File: config.mk
export PLATFORM = sky130hd
export DESIGN_NAME = spi_slave_sync_flat
export DESIGN_NICKNAME = d
export VERILOG_FILES = /design/src/rtl/spi_pkg.sv /design/src/rtl/spi_slave_sync_if.sv /design/src/rtl/spi_sync_edge.sv /design/src/rtl/spi_slave_sync.sv /design/src/flat_wrapper.sv
export SDC_FILE = /design/constraint.sdc
export NUM_CORES = 1
export LEC_CHECK = 0
export CAP_MARGIN = 40
export CORE_ASPECT_RATIO = 0.5
export CORE_MARGIN = 1
export CORE_UTILIZATION = 50
export CTS_CLUSTER_SIZE = 24
export DETAILED_ROUTE_END_ITERATION = 7
export PLACE_DENSITY = 0.87
export SETUP_SLACK_MARGIN = 0.5
export SKIP_CTS_REPAIR_TIMING = 1
export SLEW_MARGIN = 20
export SYNTH_ARGS = -nofsm -noshare
export SYNTH_HDL_FRONTEND = slang
export SYNTH_SLANG_ARGS = --single-unit
File: constraint.sdc
create_clock -name clk -period 3.32 [get_ports clk]
set_input_delay 0.664 -clock clk [delete_from_list [all_inputs] [get_ports clk]]
set_output_delay 0.664 -clock clk [all_outputs]
set_load 0.02 [all_outputs]
File: src/rtl/spi_pkg.sv
// Shared SPI definitions: mode encodings, FSM state type and sclk edge-selection helpers.
package spi_pkg;

  // Mode encoding is {cpol, cpha}
  localparam logic [1:0] SPI_MODE0 = 2'b00;
  localparam logic [1:0] SPI_MODE1 = 2'b01;
  localparam logic [1:0] SPI_MODE2 = 2'b10;
  localparam logic [1:0] SPI_MODE3 = 2'b11;

  typedef enum logic {
    ST_IDLE   = 1'b0,
    ST_ACTIVE = 1'b1
  } spi_state_e;

  function automatic logic [1:0] spi_mode(input logic cpol, input logic cpha);
    return {cpol, cpha};
  endfunction

  function automatic logic leading_is_rise(input logic cpol);
    return ~cpol;
  endfunction

  // Sample on the leading edge for cpha=0, on the trailing edge for cpha=1
  function automatic logic sample_is_rise(input logic [1:0] mode);
    return mode[0] ? ~leading_is_rise(mode[1]) : leading_is_rise(mode[1]);
  endfunction

endpackage

File: src/rtl/spi_slave_sync_if.sv
// Core-side stream and status bundle of the clk-synchronous SPI slave.
interface spi_slave_sync_if #(
  parameter int unsigned DATA_WIDTH = 16
);

  logic [DATA_WIDTH-1:0] tx_data;
  logic                  tx_valid;
  logic                  tx_ready;
  logic [DATA_WIDTH-1:0] rx_data;
  logic                  rx_valid;
  logic                  rx_ready;
  logic                  tx_underrun;
  logic                  rx_overrun;
  logic                  frame_abort;
  logic                  busy;

  modport slave (
    input  tx_data,
    input  tx_valid,
    input  rx_ready,
    output tx_ready,
    output rx_data,
    output rx_valid,
    output tx_underrun,
    output rx_overrun,
    output frame_abort,
    output busy
  );

  modport master (
    output tx_data,
    output tx_valid,
    output rx_ready,
    input  tx_ready,
    input  rx_data,
    input  rx_valid,
    input  tx_underrun,
    input  rx_overrun,
    input  frame_abort,
    input  busy
  );

endinterface

File: src/rtl/spi_sync_edge.sv
// Multi-flop synchroniser for an asynchronous pin with rise/fall pulses from
// the last stage against one extra history register.
module spi_sync_edge #(
  parameter int unsigned SYNC_STAGES = 2,
  parameter logic        RESET_VAL   = 1'b0
) (
  input  logic clk,
  input  logic rst,
  input  logic i_d,
  output logic o_sync,
  output logic o_rise_c,
  output logic o_fall_c
);

  logic [SYNC_STAGES-1:0] r_chain;
  logic                   r_last;

  always_ff @(posedge clk or posedge rst) begin
    if (rst) begin
      r_chain <= {SYNC_STAGES{RESET_VAL}};
      r_last  <= RESET_VAL;
    end else begin
      r_chain <= {r_chain[SYNC_STAGES-2:0], i_d};
      r_last  <= r_chain[SYNC_STAGES-1];
    end
  end

  assign o_sync   = r_chain[SYNC_STAGES-1];
  assign o_rise_c = r_chain[SYNC_STAGES-1] & ~r_last;
  assign o_fall_c = ~r_chain[SYNC_STAGES-1] & r_last;

endmodule

File: src/rtl/spi_slave_sync.sv
// System-clock-synchronous SPI slave: oversampled pins, runtime CPOL/CPHA,
// multi-word bursts per frame, valid/ready word streams to the core.
module spi_slave_sync
  import spi_pkg::*;
#(
  parameter int unsigned DATA_WIDTH    = 16,
  parameter int unsigned SYNC_STAGES   = 2,
  parameter logic        UNDERRUN_FILL = 1'b0
) (
  input  logic clk,
  input  logic rst,
  input  logic cpol,
  input  logic cpha,
  input  logic sclk,
  input  logic csb,
  input  logic din,
  output logic dout,
  output logic dout_oe,
  spi_slave_sync_if.slave bus
);

  localparam int unsigned CNT_W = $clog2(DATA_WIDTH);
  localparam logic [CNT_W-1:0] LAST_BIT = CNT_W'(DATA_WIDTH - 1);

  logic w_sclk_rise;
  logic w_sclk_fall;
  logic w_csb_rise;
  logic w_csb_fall;
  logic w_din_sync;
  logic w_sclk_sync_unused;
  logic w_csb_sync_unused;
  logic w_din_rise_unused;
  logic w_din_fall_unused;

  spi_sync_edge #(
    .SYNC_STAGES (SYNC_STAGES),
    .RESET_VAL   (1'b0)
  ) u_sclk_sync (
    .clk      (clk),
    .rst      (rst),
    .i_d      (sclk),
    .o_sync   (w_sclk_sync_unused),
    .o_rise_c (w_sclk_rise),
    .o_fall_c (w_sclk_fall)
  );

  // csb idles high so reset must not fabricate a frame start
  spi_sync_edge #(
    .SYNC_STAGES (SYNC_STAGES),
    .RESET_VAL   (1'b1)
  ) u_csb_sync (
    .clk      (clk),
    .rst      (rst),
    .i_d      (csb),
    .o_sync   (w_csb_sync_unused),
    .o_rise_c (w_csb_rise),
    .o_fall_c (w_csb_fall)
  );

  spi_sync_edge #(
    .SYNC_STAGES (SYNC_STAGES),
    .RESET_VAL   (1'b0)
  ) u_din_sync (
    .clk      (clk),
    .rst      (rst),
    .i_d      (din),
    .o_sync   (w_din_sync),
    .o_rise_c (w_din_rise_unused),
    .o_fall_c (w_din_fall_unused)
  );

  spi_state_e            r_state,        w_state_n;
  logic [1:0]            r_mode,         w_mode_n;
  logic [CNT_W-1:0]      r_bit_cnt,      w_bit_cnt_n;
  logic [DATA_WIDTH-1:0] r_tx_sh,        w_tx_sh_n;
  logic [DATA_WIDTH-1:0] r_rx_sh,        w_rx_sh_n;
  logic [DATA_WIDTH-1:0] r_rx_data,      w_rx_data_n;
  logic                  r_first_shift,  w_first_shift_n;
  logic                  r_load_pending, w_load_pending_n;
  logic                  r_rx_valid,     w_rx_valid_n;
  logic                  r_tx_ready,     w_tx_ready_n;
  logic                  r_tx_underrun,  w_tx_underrun_n;
  logic                  r_rx_overrun,   w_rx_overrun_n;
  logic                  r_frame_abort,  w_frame_abort_n;
  logic                  r_busy,         w_busy_n;

  logic                  w_sample;
  logic                  w_shift;
  logic                  w_load;
  logic [DATA_WIDTH-1:0] w_rx_word;
  logic [DATA_WIDTH-1:0] w_fill;

  // Map sclk edges onto sample/shift using the mode latched at frame start
  always_comb begin
    w_sample = sample_is_rise(r_mode) ? w_sclk_rise : w_sclk_fall;
    w_shift  = sample_is_rise(r_mode) ? w_sclk_fall : w_sclk_rise;
  end

  assign w_rx_word = {r_rx_sh[DATA_WIDTH-2:0], w_din_sync};
  assign w_fill    = {DATA_WIDTH{UNDERRUN_FILL}};

  always_comb begin
    w_state_n        = r_state;
    w_mode_n         = r_mode;
    w_bit_cnt_n      = r_bit_cnt;
    w_tx_sh_n        = r_tx_sh;
    w_rx_sh_n        = r_rx_sh;
    w_rx_data_n      = r_rx_data;
    w_first_shift_n  = r_first_shift;
    w_load_pending_n = r_load_pending;
    w_rx_valid_n     = r_rx_valid & ~bus.rx_ready;
    w_tx_ready_n     = 1'b0;
    w_tx_underrun_n  = 1'b0;
    w_rx_overrun_n   = 1'b0;
    w_frame_abort_n  = 1'b0;
    w_busy_n         = r_busy;
    w_load           = 1'b0;

    case (r_state)
      ST_IDLE: begin
        if (w_csb_fall) begin
          w_state_n        = ST_ACTIVE;
          w_busy_n         = 1'b1;
          w_mode_n         = spi_mode(cpol, cpha);
          w_bit_cnt_n      = '0;
          w_first_shift_n  = cpha;
          w_load_pending_n = 1'b0;
          w_load           = 1'b1;
        end
      end
      ST_ACTIVE: begin
        // csb release outranks any sclk edge landing in the same cycle
        if (w_csb_rise) begin
          w_state_n       = ST_IDLE;
          w_busy_n        = 1'b0;
          w_frame_abort_n = (r_bit_cnt != '0);
        end else if (w_sample) begin
          w_rx_sh_n = w_rx_word;
          if (r_bit_cnt == LAST_BIT) begin
            w_bit_cnt_n      = '0;
            w_load_pending_n = 1'b1;
            w_rx_data_n      = w_rx_word;
            w_rx_valid_n     = 1'b1;
            w_rx_overrun_n   = r_rx_valid & ~bus.rx_ready;
          end else begin
            w_bit_cnt_n = r_bit_cnt + CNT_W'(1);
          end
        end else if (w_shift) begin
          if (r_load_pending) begin
            w_load           = 1'b1;
            w_load_pending_n = 1'b0;
          end else if (r_first_shift) begin
            w_first_shift_n = 1'b0;
          end else begin
            w_tx_sh_n = {r_tx_sh[DATA_WIDTH-2:0], 1'b0};
          end
        end
      end
      default: begin
        w_state_n = ST_IDLE;
        w_busy_n  = 1'b0;
      end
    endcase

    // Word load: take core data if offered, otherwise the fill pattern
    if (w_load) begin
      if (bus.tx_valid) begin
        w_tx_sh_n    = bus.tx_data;
        w_tx_ready_n = 1'b1;
      end else begin
        w_tx_sh_n       = w_fill;
        w_tx_underrun_n = 1'b1;
      end
    end
  end

  always_ff @(posedge clk or posedge rst) begin
    if (rst) begin
      r_state        <= ST_IDLE;
      r_mode         <= 2'b00;
      r_bit_cnt      <= '0;
      r_tx_sh        <= '0;
      r_rx_sh        <= '0;
      r_rx_data      <= '0;
      r_first_shift  <= 1'b0;
      r_load_pending <= 1'b0;
      r_rx_valid     <= 1'b0;
      r_tx_ready     <= 1'b0;
      r_tx_underrun  <= 1'b0;
      r_rx_overrun   <= 1'b0;
      r_frame_abort  <= 1'b0;
      r_busy         <= 1'b0;
    end else begin
      r_state        <= w_state_n;
      r_mode         <= w_mode_n;
      r_bit_cnt      <= w_bit_cnt_n;
      r_tx_sh        <= w_tx_sh_n;
      r_rx_sh        <= w_rx_sh_n;
      r_rx_data      <= w_rx_data_n;
      r_first_shift  <= w_first_shift_n;
      r_load_pending <= w_load_pending_n;
      r_rx_valid     <= w_rx_valid_n;
      r_tx_ready     <= w_tx_ready_n;
      r_tx_underrun  <= w_tx_underrun_n;
      r_rx_overrun   <= w_rx_overrun_n;
      r_frame_abort  <= w_frame_abort_n;
      r_busy         <= w_busy_n;
    end
  end

  assign dout            = r_tx_sh[DATA_WIDTH-1];
  assign dout_oe         = r_busy;
  assign bus.busy        = r_busy;
  assign bus.tx_ready    = r_tx_ready;
  assign bus.rx_data     = r_rx_data;
  assign bus.rx_valid    = r_rx_valid;
  assign bus.tx_underrun = r_tx_underrun;
  assign bus.rx_overrun  = r_rx_overrun;
  assign bus.frame_abort = r_frame_abort;

endmodule

File: src/flat_wrapper.sv
// flat-port wrapper written by rule: the top's interface ports become plain ports
module spi_slave_sync_flat import spi_pkg::*;
#(
  parameter int unsigned DATA_WIDTH    = 16,
  parameter int unsigned SYNC_STAGES   = 2,
  parameter logic        UNDERRUN_FILL = 1'b0
)
  (clk, rst, cpol, cpha, sclk, csb, din, dout, dout_oe, bus_tx_data, bus_tx_valid, bus_rx_ready, bus_tx_ready, bus_rx_data, bus_rx_valid, bus_tx_underrun, bus_rx_overrun, bus_frame_abort, bus_busy);
  spi_slave_sync_if #(.DATA_WIDTH(DATA_WIDTH)) bus_i ();
  input  logic clk;
  input  logic rst;
  input  logic cpol;
  input  logic cpha;
  input  logic sclk;
  input  logic csb;
  input  logic din;
  output logic dout;
  output logic dout_oe;
  input wire logic [$bits(bus_i.tx_data)-1:0] bus_tx_data;
  input wire logic [$bits(bus_i.tx_valid)-1:0] bus_tx_valid;
  input wire logic [$bits(bus_i.rx_ready)-1:0] bus_rx_ready;
  output wire logic [$bits(bus_i.tx_ready)-1:0] bus_tx_ready;
  output wire logic [$bits(bus_i.rx_data)-1:0] bus_rx_data;
  output wire logic [$bits(bus_i.rx_valid)-1:0] bus_rx_valid;
  output wire logic [$bits(bus_i.tx_underrun)-1:0] bus_tx_underrun;
  output wire logic [$bits(bus_i.rx_overrun)-1:0] bus_rx_overrun;
  output wire logic [$bits(bus_i.frame_abort)-1:0] bus_frame_abort;
  output wire logic [$bits(bus_i.busy)-1:0] bus_busy;
  assign bus_i.tx_data = bus_tx_data;
  assign bus_i.tx_valid = bus_tx_valid;
  assign bus_i.rx_ready = bus_rx_ready;
  assign bus_tx_ready = bus_i.tx_ready;
  assign bus_rx_data = bus_i.rx_data;
  assign bus_rx_valid = bus_i.rx_valid;
  assign bus_tx_underrun = bus_i.tx_underrun;
  assign bus_rx_overrun = bus_i.rx_overrun;
  assign bus_frame_abort = bus_i.frame_abort;
  assign bus_busy = bus_i.busy;
  spi_slave_sync #(.DATA_WIDTH(DATA_WIDTH), .SYNC_STAGES(SYNC_STAGES), .UNDERRUN_FILL(UNDERRUN_FILL)) u_core (.clk(clk), .rst(rst), .cpol(cpol), .cpha(cpha), .sclk(sclk), .csb(csb), .din(din), .dout(dout), .dout_oe(dout_oe), .bus(bus_i));
endmodule
Word-level counts from Yosys, hierarchy flattened:

Cells that the tools add are included.

* bits in registers: 70
* input port bits: 25
* output and inout port bits: 24
* logic and storage cells: 111

* add/subtract/negate cells: 1
* equal/unequal tests: 14
* muxes and demuxes: 53
* bitwise gates (word level): 13
* reductions and logical operators: 11

Operators with widths (count)
* 16-bit two-way mux: 8
* 1-bit two-way mux: 35
* 2-bit inequality test (second input constant): 10
* 4-bit two-way mux: 4
* 1-bit case mux with 2 select lines: 5
* 1-bit inverter: 8
* 4-bit case mux with 2 select lines: 1
* 4-bit AND reduction: 2
* 3-bit inequality test (second input constant): 2
* 3-bit AND reduction: 2
* 6-bit AND reduction: 1
* 1-bit AND: 5
* 5-bit AND reduction: 1
* 4-bit by 1-bit adder with 4-bit output (second input constant): 1
* 4-bit equality test (second input constant): 1
* 2-bit AND reduction: 2
* 2-bit nonzero test: 2
* 4-bit nonzero test: 1
* 2-bit by 1-bit inequality test with 1-bit output (second input constant): 1

Logic depth before layout (Yosys ltp):

* depth after elaboration: 9
* mapped depth: 6
* mapped depth without buffers: 5

Hierarchy:

Synthesis repeated with hierarchy kept, for this count alone.

* cell total of the unflattened synthesis: 282
* area, all modules: 3238.1 µm²

Modules (own cells, without submodules)
* spi_slave_sync: instances 1, cells each 264, area each 2952.8 µm²
* spi_sync_edge (u_core.u_din_sync ...): instances 2, cells each 6, area each 93.8 µm²
* spi_sync_edge (u_core.u_csb_sync): instances 1, cells each 6, area each 97.6 µm²

Least setup slack after synthesis:

No wires, ideal clock.

* path kind: register -> register
* from: register u_core.r_mode[1]
* to: register u_core.r_rx_data[3], in the netlist u_core.bus.rx_data[3]
* arrival time: 1825 ps
* data required time: 3195 ps
* setup slack: 1369 ps
* stages on the path, launching flop included: 6
* path buffers: 1
* cell sequence: dfrtp_1 xor2_1 mux2_4 nor3_4 buf_8 mux2_4

* cells in the longest elaborated chain, start to end: 4

RTL lines
* from (decl): line spi_slave_sync.sv:73 `logic [1:0] r_mode, w_mode_n;`
* from (signal assigned): line spi_slave_sync.sv:195 `r_mode <= w_mode_n;`
* 1-bit inverter
* 1-bit two-way mux *: line spi_pkg.sv:25 `return mode[0] ? ~leading_is_rise(mode[1]) : leading_is_rise(mode[1]);`
* 1-bit two-way mux *: line spi_slave_sync.sv:95 `w_sample = sample_is_rise(r_mode) ? w_sclk_rise : w_sclk_fall;`
* 4-bit AND reduction (no source line) *
* to (signal assigned): line spi_slave_sync.sv:199 `r_rx_data <= w_rx_data_n;`
* to (decl): line spi_slave_sync.sv:77 `logic [DATA_WIDTH-1:0] r_rx_data, w_rx_data_n;`

Every way passes the cells marked *; elsewhere a longest branch is shown, timed or not.
A chain may end at the register's enable or synchronous reset.

Worst setup path in the final report:

* from: register u_core.u_csb_sync.r_chain[1]
* to: register u_core.r_bit_cnt[0]

* cells in the longest elaborated chain, start to end: 4

RTL lines
* from (decl): line spi_sync_edge.sv:15 `logic [SYNC_STAGES-1:0] r_chain;`
* from (signal assigned): line spi_sync_edge.sv:20 `r_chain <= {SYNC_STAGES{RESET_VAL}};`
* from (signal assigned): line spi_sync_edge.sv:23 `r_chain <= {r_chain[SYNC_STAGES-2:0], i_d};`
* 1-bit inverter: line spi_sync_edge.sv:30 `assign o_fall_c = ~r_chain[SYNC_STAGES-1] & r_last;`
* 1-bit AND: line spi_sync_edge.sv:30
* 2-bit inequality test (no source line)
* 3-bit AND reduction (no source line) *
* to (signal assigned): line spi_slave_sync.sv:196 `r_bit_cnt <= w_bit_cnt_n;`
* to (decl): line spi_slave_sync.sv:74 `logic [CNT_W-1:0] r_bit_cnt, w_bit_cnt_n;`

Marks and branches as above.

==> flow_summary_export.csv <==
group,metric,value,unit
worst_setup_path,worstPathMaxFanout,12,
timing,final-hold-violation-count,0,
timing,setup_tns,0,ns
grt,grt_pass1_vias,2086,
worst_setup_path,crit_type,"flop to flop",
worst_setup_path,r2r-start,"u_core.u_csb_sync.r_chain[1]",
timing,relSlewSlack,0.450,
clocking,clk_pin_slew_worst_paths,0.05,ns
hold_path,hold_start,"u_core.u_csb_sync.r_chain[0]",
die,core_area,0.00559,mm^2
die,die-area,0.00623,mm^2
clocking,cts.sinks,70,
layout,register_area,0.00176,mm^2
worst_setup_path,arrival,2.55,ns
route,avgRoutedWirePerCell,16.0,um
route,drtAntennaViolNets,0,
layout,area_delta_synth_final,28.8,%
layout,final_util,0.681,
hold_path,min_path_type,"flop to flop",
die,rows,19,
die,initial_core_util,0.528,
worst_setup_path,path_delay_family,"compound AO/OA/AOI/OAI gates",
die,die_w,111,um
timing,rsz0062_at_grt,"no",
grt,track_usage,0.209,
worst_setup_path,path_cells,"inv_1 > o21ai_1 > nor2_2 > buf_6 > nor2_1 > mux2i_1",
die,ios,49,
hold_path,hold_end,"u_core.u_csb_sync.r_chain[1]",
route,drc,0,
yosys,syn_inst,234,
power,vdd_drop_max,0.333,mV
grt,antenna_found_initial,0,
worst_setup_path,startpoint_type,"flop",
timing,fin_hold_ws,0.354,ns
worst_setup_path,slowest_stage,"o21ai_1",
layout,fin_nets,313,
worst_setup_path,end_kind,"flop",
timing,setup_viol,0,
route,viasPerCell,5.55,
timing,clock_skew,0.00634,ns
grt,gr-total-overflow,0,
worst_setup_path,rrSetupSlack,1.01,ns
yosys,synth_area_leaders,"dfrtp_1, mux2_2, mux2_4, nand3b_1, nand3_1",
timing,max_freq,0.432,GHz
route,wirelength,5.81,mm
clocking,cts_tree,"built",
timing,post-route-period-util,0.697,
power,power_density,654,mW/mm^2
clocking,cts.htree.levels,3,
power,p_leak,1.72,nW
yosys,syn_nets,261,
worst_setup_path,r2r-end,"u_core.r_bit_cnt[0]",
yosys,yosysUniqueCellTypes,39,
layout,drive_gt1_frac,0.220,
timing,final.min_clock_period,2.31,ns
worst_setup_path,cpPeakStageDelay,0.63,ns
run,maxCapViolCount,0,
yosys,synth_top_area_share,0.568,
hold_path,hold_depth,0,
worst_setup_path,r2r_cells,6,
layout,layout_commonest_cell,"dfrtp_1",
yosys,ys_seq_elements,70,
layout,final_cell_mix,"dfrtp_1, clkdlybuf4s50_1, mux2_2",
layout,multi_input_area,0.00110,mm^2
clocking,cts_made_buffers,9,
route,drt_iter0_drc,67,
place,dpl.hpwl,3.86,mm
route,vias,2020,
die,die_h,56.3,um
yosys,yosysTopAreaCell,"dfrtp_1",
timing,worst_slew_pin_slew,0.822,ns
yosys,syn_area_per_cell,12.6,um^2
place,gp_congestion,0.787,
yosys,syn-cell-area,0.00295,mm^2
worst_setup_path,crit_required,3.56,ns
clocking,max-clock-path-buffers,2,
clocking,root_buffer,"clkbuf_16",
yosys,ys_seq_area_frac,0.595,
layout,fillers,386,
worst_setup_path,cp_num_buf_inv,2,
layout,n_antenna_cell,0,
grt,grt_max_degree,27,
run_status,status,"finished clean",
clocking,clk_latency,0.33,ns
timing,drv_slew,0,
route,first_pass_iters,4,
yosys,ys_warn_count,0,
place,numPortBuffers,48,
grt,grt_pass1_wl,9.92,mm
==> worst register-to-register path, stage by stage, from the launching register on <==
cell	delay (ns)
dfstp_2	0.54
inv_1	0.08
o21ai_1	0.63
nor2_2	0.29
buf_6	0.25
nor2_1	0.20
mux2i_1	0.24
==> where the power goes <==
part	internal (W)	leakage (nW)	switching, W
registers	0.00102	0.884	0.000111
logic	0.000215	0.686	0.000215
clock network	0.000579	0.146	0.000345
total	0.00182	1.72	0.000671
==> routing by layer <==
metal,part of all wire,wire length [um],vias to the layer above,global-route usage
li1,-,-,932,-
met1,0.43,2520,1025,0.252
met2,0.50,2910,54,0.345
met3,0.050,293,9,0.0799
met4,0.014,82,0,0.0800
met5,0,0,-,0
==> registers in the layout (all words and copies together) (netlist names), 2 cells and up <==
name	cells
u_core.bus.rx_data	16
u_core.r_bit_cnt	4
u_core.r_mode	2
u_core.r_rx_sh	15
u_core.r_tx_sh	16
u_core.u_csb_sync.r_chain	2
u_core.u_din_sync.r_chain	2
u_core.u_sclk_sync.r_chain	2
==> cell type report <==
cell class              count  share of cell area
multi-input cells         143               0.290
clock buffers              10              0.0602
clock inverters             6              0.0165
inverters                   8             0.00790
well taps                  73              0.0240
flip-flops and latches     70               0.462
repair buffers             54               0.140
==> how the worst max path moves through the flow <==
| stage | startpoint | endpoint | slack [ns] | cells past startpoint |
|---|---|---|---|---|
| 5_1_grt | u_core.u_csb_sync.r_chain[1] | u_core.r_bit_cnt[0] | 0.90 | 6 |
| 3_5_place_dp | u_core.u_csb_sync.r_chain[1] | u_core.r_bit_cnt[0] | 1.13 | 6 |
| 6_report | u_core.u_csb_sync.r_chain[1] | u_core.r_bit_cnt[0] | 1.01 | 6 |
| 4_1_cts | u_core.u_csb_sync.r_chain[1] | u_core.r_bit_cnt[0] | 1.02 | 6 |
| 3_3_place_gp | u_core.r_mode[1] | u_core.r_tx_sh[1] | 0.94 | 5 |
| 2_1_floorplan | rst | u_core.bus.busy | 0.89 | 1 |
==> synth_stat cells, drive strengths merged <==
master   instances
and2             1
and3             4
o31ai            3
o2bb2ai          1
a31oi           14
inv              8
a21oi            1
o211ai           1
nor2b            4
buf              8
nand3b          14
o21ai            5
a2111oi          1
ha               2
a21o             2
o22ai            2
dfrtp           67
mux2i            1
nand3           18
nand2            9
xor2             1
a22o             3
maj3             1
nor2            17
nor3             2
clkbuf           5
or2b             2
mux2            33
dfstp            3
o22a             1
==> per-stage QoR <==
stage               worst slack (ns)  std cells  instance area [um^2]  total power, W
floorplan                      0.893        234                  2950         0.00142
CTS                             1.02        364                  3800         0.00251
detailed placement              1.13        348                  3510         0.00157
global route                   0.903        364                  3800         0.00262
global placement               0.935        346                  3490         0.00152
finish                          1.01        364                  3800         0.00249
==> cell families after synthesis <==
| kind of cell | Yosys count | share of synthesized area |
|---|---|---|
| compound gates | 34 | 0.0844 |
| fa+ha+maj | 3 | 0.0119 |
| xor+xnor | 1 | 0.00297 |
| buf+inv | 21 | 0.0360 |
| simple gates | 71 | 0.131 |
| mux | 34 | 0.139 |
| flops | 70 | 0.595 |
Power figures use the tool's default switching activity.
